==> src/rtl/magic_seq_checker_pkg.sv <==
// magic_pkg: shared types and the line-to-element table for the sequential
// 3x3 magic-square checker.
`default_nettype none

package magic_pkg;

    typedef enum logic [1:0] {
        IDLE = 2'd0,
        CALC = 2'd1,
        DONE = 2'd2
    } state_t;

    typedef logic [2:0] line_idx_t;
    typedef logic [3:0] elem_idx_t;

    localparam int        NUM_LINES = 8;
    localparam line_idx_t LAST_LINE = 3'(NUM_LINES - 1);

    // Element indices (0 = num1 ... 8 = num9): rows, columns, main diag, anti diag.
    localparam elem_idx_t LINE_TRIPLE [NUM_LINES][3] = '{
        '{4'd0, 4'd1, 4'd2},
        '{4'd3, 4'd4, 4'd5},
        '{4'd6, 4'd7, 4'd8},
        '{4'd0, 4'd3, 4'd6},
        '{4'd1, 4'd4, 4'd7},
        '{4'd2, 4'd5, 4'd8},
        '{4'd0, 4'd4, 4'd8},
        '{4'd2, 4'd4, 4'd6}
    };

endpackage

`default_nettype wire

==> src/rtl/magic_seq_checker_line_sel.sv <==
// magic_line_sel: picks the three captured elements that make up one line.
`default_nettype none

module magic_line_sel
    import magic_pkg::*;
#(
    parameter int W = 4
) (
    input  logic [W-1:0] elems [9],
    input  line_idx_t    line,
    output logic [W-1:0] op_a,
    output logic [W-1:0] op_b,
    output logic [W-1:0] op_c
);

    always_comb begin
        op_a = elems[LINE_TRIPLE[line][0]];
        op_b = elems[LINE_TRIPLE[line][1]];
        op_c = elems[LINE_TRIPLE[line][2]];
    end

endmodule

`default_nettype wire

==> config.mk <==
export PLATFORM = sky130hd
export DESIGN_NAME = magic_line_sel
export DESIGN_NICKNAME = d
export VERILOG_FILES = /design/src/rtl/magic_seq_checker_pkg.sv /design/src/rtl/magic_seq_checker_line_sel.sv
export SDC_FILE = /design/constraint.sdc
export NUM_CORES = 1
export LEC_CHECK = 0
export CORE_MARGIN = 2
export CORE_UTILIZATION = 42
export DETAILED_ROUTE_END_ITERATION = 12
export PLACE_DENSITY_LB_ADDON = 0.1
export SYNTH_ARGS = -nofsm -noshare
export SYNTH_HDL_FRONTEND = slang
export SYNTH_SLANG_ARGS = --single-unit
==> constraint.sdc <==
create_clock -name vclk -period 2.7
set_input_delay 0.405 -clock vclk [all_inputs]
set_output_delay 0.405 -clock vclk [all_outputs]
set_load 0.1 [all_outputs]
==> impl_results.md, run 1 <==
- Crit path kind: in2out
- Main combinational cell family by area after synthesis: multiplexers
- Top cells by area, synth: mux4_2 28%, mux2i_1 26%, mux4_1 11%
- Fmax: 359.0 MHz
- Design Power: between 0.7 and 0.8 mW
- Final core utilization: 0.8972
- Worst IR drop on VDD: around 0.00038 V
- Layout cells sized above 1: 0.5127
- Clk_buf instances: 0
- Largest net degree at the start of global routing: 9
- Commonest cells after routing, fill and taps aside: 36 x clkdlybuf4s50_1, 23 x mux2i_1, 18 x buf_4
- Die H: roughly 52 um
- Crit. End Element: primary output
- Register area: 0 um2
- Final Hold Vio Count: 0
- Die area: 0.002690 mm2
- GRT Util Overall: 0.3183
- Adder-cell share of the synthesized area: 0.05202
- Die Wd: 51.87 um
- 1st-iter DRT viols: 67
- Post-Synth Simple-Gate Area: 0.05852
- HP Start: elems[3]
- Data required, critical path: around 2.3 ns
- Crit Path Max Fanout: 6
- Min-delay worst type: in2out
- Tightest Pin Transition: between 0.2 and 0.3 ns
- Status: finished with violations
- Total grt overflow: 0
- Post-Syn Area per Cell: 11.73 um2
- Port buffer count: 51
- Seq_cells: 0
- Mean routed wirelength per cell: roughly 23 um
- Standard-cell row count: 17
- Switching share of power: 0.5407
- Initial Utilization: 0.4392
- Post-route ant nets: 0
- CP max-delay cell: mux4_2
- Leakage: ~0.8 nW
- Critical Path, Cell by Cell: buf_8 -> inv_4 -> ha_4 -> or2b_1 -> a21boi_4 -> buf_12 -> mux2i_4 -> mux4_2 -> clkinvlp_4 -> buf_12
- Slew Viols, Final: 0
- Synthesized net count: around 130
- CP Buf/Inv Count: 5
- Synthesized instance count: slightly above 80
- Yosys warning count: 0
- Fill cells: 90
- Top delay family on crit path: multiplexers
- Min-Delay Path Depth: 3
- DP Area: roughly 0.0018 mm2
- Post-Synth XOR/XNOR Area: 0
- Seq pwr share: 0
- Detailed-route DRC error count: 0
- Cell mode on critical path: buf_12
- Number of antenna violations at the first check in global routing: 0
- HPWL after DPL: around 2700 um
- Final Net Count: 203
- Logic pwr share: 1.000
- DR pass1 iterations: 4
- Global-route wire length before repair: 6244 um
- Violated checks: negative setup slack
- CP startpoint: line[0]
- Top cell type's share of synthesized area: 0.2809
- Share of the yosys chip area belonging to registers: 0
- Largest stage delay, worst path: 0.52 ns
- Rel. slew slack: 0.7982
- # Max-Cap Violations: 0
- Clock power share: 0
- Routed vias: between 1000 and 1500
- Vias in the first global route: between 1000 and 1500
- Pwr dens: 374.6 mW/mm2
- Post-synth top area cell: mux4_2
- Routability cong.: 0.8498
- DRT Wirelength: about 4400 um
- Post-synthesis compound-gate area fraction: 0.08713
- Layout area overhead: 104.3%
- P_int: ~0.34 mW
- Tmin final: around 2.8 ns
- Final setup violation count: 4
- Worst hold path endpoint: op_c[3]
- Cell area after synthesis: ~960 um2
- Core footprint: 0.002191 mm2
- Ant diodes: 0
- Worst setup margin: -0.08546 ns
- P_sw: 0.3981 mW
- Commonest non-fill, non-tap cell in the layout: clkdlybuf4s50_1
- Mux share of post-synthesis cell area: 0.7256
- Fin area: 0.001966 mm2
- Distinct cells, synth: 21
- Startpoint types: primary input
- Ports: between 50 and 60
- Period Utilization, post-route: 1.032
- RSZ-0062 raised after global routing: yes
- Via density: between 6 and 7
- Critical path arrival: 2.38 ns
[tightest hold or removal path: cells and delay by family]
kind / cells / cell delay (ns)
AO/OA/AOI/OAI: 1 / 0.17
buffers and inverters: 2 / 0.63
[synthesized netlist by cell type]
library cell / number
mux2i_2: 2
mux2i_1: 25
mux2_2: 4
buf_12: 1
buf_2: 1
or2b_1: 1
nor2b_1: 2
a21boi_2: 1
mux4_2: 12
mux4_1: 4
or3_1: 1
ha_1: 4
inv_1: 7
nand2b_1: 1
o22ai_1: 4
o21a_1: 1
nor4b_1: 1
a221o_1: 4
buf_6: 2
nor2_1: 3
nand2_1: 1
[metal layers]
metal / GRT usage / routed length (um)
met5: 0 / 0
met4: 0.1184 / 112
met3: 0.03448 / 312
met2: 0.5844 / 2288
met1: 0.3759 / 1654
[cell type report]
cell class | instances | area, um2 | area share
inverter | 7 | 48.80 | 0.02482
multi-input combinational | 71 | 953.4 | 0.4850
tap | 28 | 35.03 | 0.01782
timing repair buffer | 80 | 928.4 | 0.4723
[stage by stage]
stage,std cells,hold slack [ns],worst slack [ns],setup TNS [ns]
6_report,186,1.619,-0.08546,-0.1493
5_1_grt,186,1.647,-0.1057,-0.2831
4_1_cts,185,1.620,0.006783,0
3_5_place_dp,177,1.619,-0.9348,-7.478
3_3_place_gp,177,1.619,-0.8558,-6.827
2_1_floorplan,82,1.274,-0.07369,-0.2948
[logic make-up after synthesis]
family,after synthesis
compound gates,10
fa+ha+maj,4
buf+inv,11
mux,47
simple gates,10
[power by group through the flow]
stage                     sequential, mW  combinational, mW  clock [mW]
after floorplan                        0              0.412           0
after global placement                 0              0.659           0
after detailed placement               0              0.670           0
after CTS                              0              0.705           0
after global routing                   0              0.754           0
final                                  0              0.736           0
[timing repair]
item	in CTS	in global routing
setup endpoints to repair	12	12
buffers inserted	7	1
resized for setup	27	11
hold buffers	0	0
pin swaps	2	1
gates cloned	1	0
[worst max-delay path by stage]
stage	cells past startpoint	slack, ns	endpoint
final	10	-0.09	op_a[2]
after global routing	10	-0.11	op_a[2]
after CTS	10	0.007	op_a[3]
after detailed placement	9	-0.93	op_a[2]
after global placement	9	-0.86	op_a[1]
after floorplan	9	-0.07	op_a[0]
Note: power is estimated with default switching activity, not from simulation.
==> run 2, diff against run 1 <==
Settings changed: REMOVE_ABC_BUFFERS from default to 1.
==> run 2 against run 1 <==
  * The run still ends with negative setup slack left
  * Global-route usage rose by 2.3 points
  * Flip-flop and latch count did not move
  * Final cell count did not move
  * Sequential share of layout area did not move
  * Cell area fell by 1.1%
  * Combinational power rose by 1%
  * Setup slack improved by 0.024 ns
  * Maximum frequency rose by 0.88%
  * Wire length rose by 18%
  * Hold slack improved by 0.014 ns
  * Count of clock-buffer cells in the layout did not move
  * First-iteration DRC count fell by 39%
  * Critical endpoint is now op_a[0]
==> impl_results.md, run 2 (synthesis gave the netlist of run 1 again) <==
- DRT Wirelength: 5163 um (was 4368 um)
- Port buffer count: 51 (unchanged)
- Die Wd: 51.87 um (unchanged)
- Tmin final: 2.761 ns (was 2.785 ns)
- Routability cong.: 0.8324 (was 0.8498)
- Fin area: 0.001944 mm2 (was 0.001966 mm2)
- Startpoint types: primary input (unchanged)
- Standard-cell row count: 17 (unchanged)
- Largest net degree at the start of global routing: 9 (unchanged)
- CP startpoint: line[0] (unchanged)
- Vias in the first global route: 1312 (was 1218)
- Critical path arrival: 2.36 ns (was 2.38 ns)
- Ports: 51 (unchanged)
- Routed vias: 1272 (was 1171)
- P_sw: 0.4077 mW (was 0.3981 mW)
- Total grt overflow: 0 (unchanged)
- Leakage: 0.8282 nW (was 0.8211 nW)
- Register area: 0 um2 (unchanged)
- Number of antenna violations at the first check in global routing: 0 (unchanged)
- Via density: 6.839 (was 6.296)
- Design Power: 0.7432 mW (was 0.7363 mW)
- Commonest non-fill, non-tap cell in the layout: clkdlybuf4s50_1 (unchanged)
- Die area: 0.002690 mm2 (unchanged)
- Logic pwr share: 1.000 (about the same)
- Place WS: -1.075 ns (was -0.9348 ns)
- HP Start: elems[0] (was elems[3])
- Slew Viols, Final: 0 (unchanged)
- Crit path kind: in2out (unchanged)
- Die H: 51.87 um (unchanged)
- GRT Util Overall: 0.3417 (was 0.3183)
- RSZ-0062 raised after global routing: yes (unchanged)
- Post-route ant nets: 0 (unchanged)
- Seq_cells: 0 (unchanged)
- Period Utilization, post-route: 1.023 (was 1.032)
- HPWL after DPL: 2567 um (was 2660 um)
- Data required, critical path: 2.30 ns (about the same)
- Switching share of power: 0.5485 (was 0.5407)
- Layout area overhead: 102.1% (was 104.3%)
- Core footprint: 0.002191 mm2 (unchanged)
- Largest stage delay, worst path: 0.51 ns (was 0.52 ns)
- P_int: 0.3356 mW (was 0.3382 mW)
- Tightest Pin Transition: 0.5065 ns (was 0.2985 ns)
- Seq pwr share: 0 (about the same)
- Worst IR drop on VDD: 0.0003112 V (was 0.0003830 V)
- Min-delay worst type: in2out (unchanged)
- Pwr dens: 382.3 mW/mm2 (was 374.6 mW/mm2)
- Detailed-route DRC error count: 0 (unchanged)
- TNS Setup: -0.1242 ns (was -0.1493 ns)
- Status: finished with violations (unchanged)
- Fill cells: 94 (was 90)
- Cell mode on critical path: buf_6 (was buf_12)
- Fmax: 362.2 MHz (was 359.0 MHz)
- Mean routed wirelength per cell: 27.76 um (was 23.48 um)
- Worst setup margin: -0.06105 ns (was -0.08546 ns)
- Violated checks: negative setup slack (unchanged)
- CP max-delay cell: mux4_2 (unchanged)
- Commonest cells after routing, fill and taps aside: 36 x clkdlybuf4s50_1, 21 x mux2i_1, 19 x buf_4 (was 36 x clkdlybuf4s50_1, 23 x mux2i_1, 18 x buf_4)
- Final Net Count: 203 (unchanged)
- Layout cells sized above 1: 0.5063 (was 0.5127)
- Rel. slew slack: 0.6575 (was 0.7982)
- Clock power share: 0 (about the same)
- Final setup violation count: 5 (was 4)
- Global-route wire length before repair: 6617 um (was 6244 um)
- Initial Utilization: 0.4392 (unchanged)
- # hold bufs at CTS: 0 (unchanged)
- Critical Path, Cell by Cell: buf_6 -> inv_4 -> ha_4 -> or2b_1 -> a21boi_4 -> buf_6 -> mux2i_1 -> mux4_2 -> inv_2 -> buf_12 (was buf_8 -> inv_4 -> ha_4 -> or2b_1 -> a21boi_4 -> buf_12 -> mux2i_4 -> mux4_2 -> clkinvlp_4 -> buf_12)
- Ant diodes: 0 (unchanged)
- Clk_buf instances: 0 (unchanged)
- DR pass1 iterations: 4 (unchanged)
- # Max-Cap Violations: 0 (unchanged)
- Crit Path Max Fanout: 4 (was 6)
- DP Area: 0.001708 mm2 (was 0.001785 mm2)
- Final Hold Vio Count: 0 (unchanged)
- 1st-iter DRT viols: 41 (was 67)
- Crit. End Element: primary output (unchanged)
## run 2: worst paths after layout
| check | cells after the start | slack, ns | endpoint |
|---|---|---|---|
| min | 3 | 1.63 | op_c[0] |
| max | 10 | -0.06 | op_a[0] |
## run 2: area by class of cell
class	instances	area (um2)	share of cell area
Inverter	7	33.78	0.01737
Multi-Input combinational cell	71	963.4	0.4955
Tap cell	28	35.03	0.01802
Timing Repair Buffer	80	912.1	0.4691
## run 2: power groups by stage
stage               combinational, mW  sequential (mW)  clock, mW
detailed placement              0.642                0          0
floorplan                       0.381                0          0
finish                          0.743                0          0
global placement                0.635                0          0
global route                    0.757                0          0
CTS                             0.696                0          0
## run 2: worst max-delay path: cells and delay by family
kind,cells,cell delay (ns)
buffers and inverters,5,0.62
multiplexers,2,0.60
AO/OA/AOI/OAI,1,0.33
adder cells (fa/ha/maj),1,0.20
AND/OR/NAND/NOR,1,0.19
## run 2: per-layer routing
| metal | GRT usage | up-vias | part of all wire |
|---|---|---|---|
| li1 | - | 499 | - |
| met1 | 0.3982 | 597 | 0.35 |
| met2 | 0.6139 | 142 | 0.50 |
| met3 | 0.05460 | 34 | 0.10 |
| met4 | 0.1404 | 0 | 0.052 |
| met5 | 0 | - | 0 |
## run 2: what timing repair did
| item | in CTS | in global routing |
|---|---|---|
| pin swaps | 3 | 2 |
| setup endpoints to repair | 12 | 12 |
| buffers inserted | 8 | 2 |
| cloned | 2 | 0 |
| resized for setup | 39 | 15 |
## run 2: through the flow
| step | util | hold slack (ns) | instances |
|---|---|---|---|
| global placement | 0.7796 | 1.633 | 174 |
| finish | 0.8875 | 1.633 | 186 |
| floorplan | - | 1.355 | 78 |
| global route | 0.8875 | 1.655 | 186 |
| CTS | 0.8544 | 1.636 | 184 |
| detailed placement | 0.7796 | 1.636 | 174 |
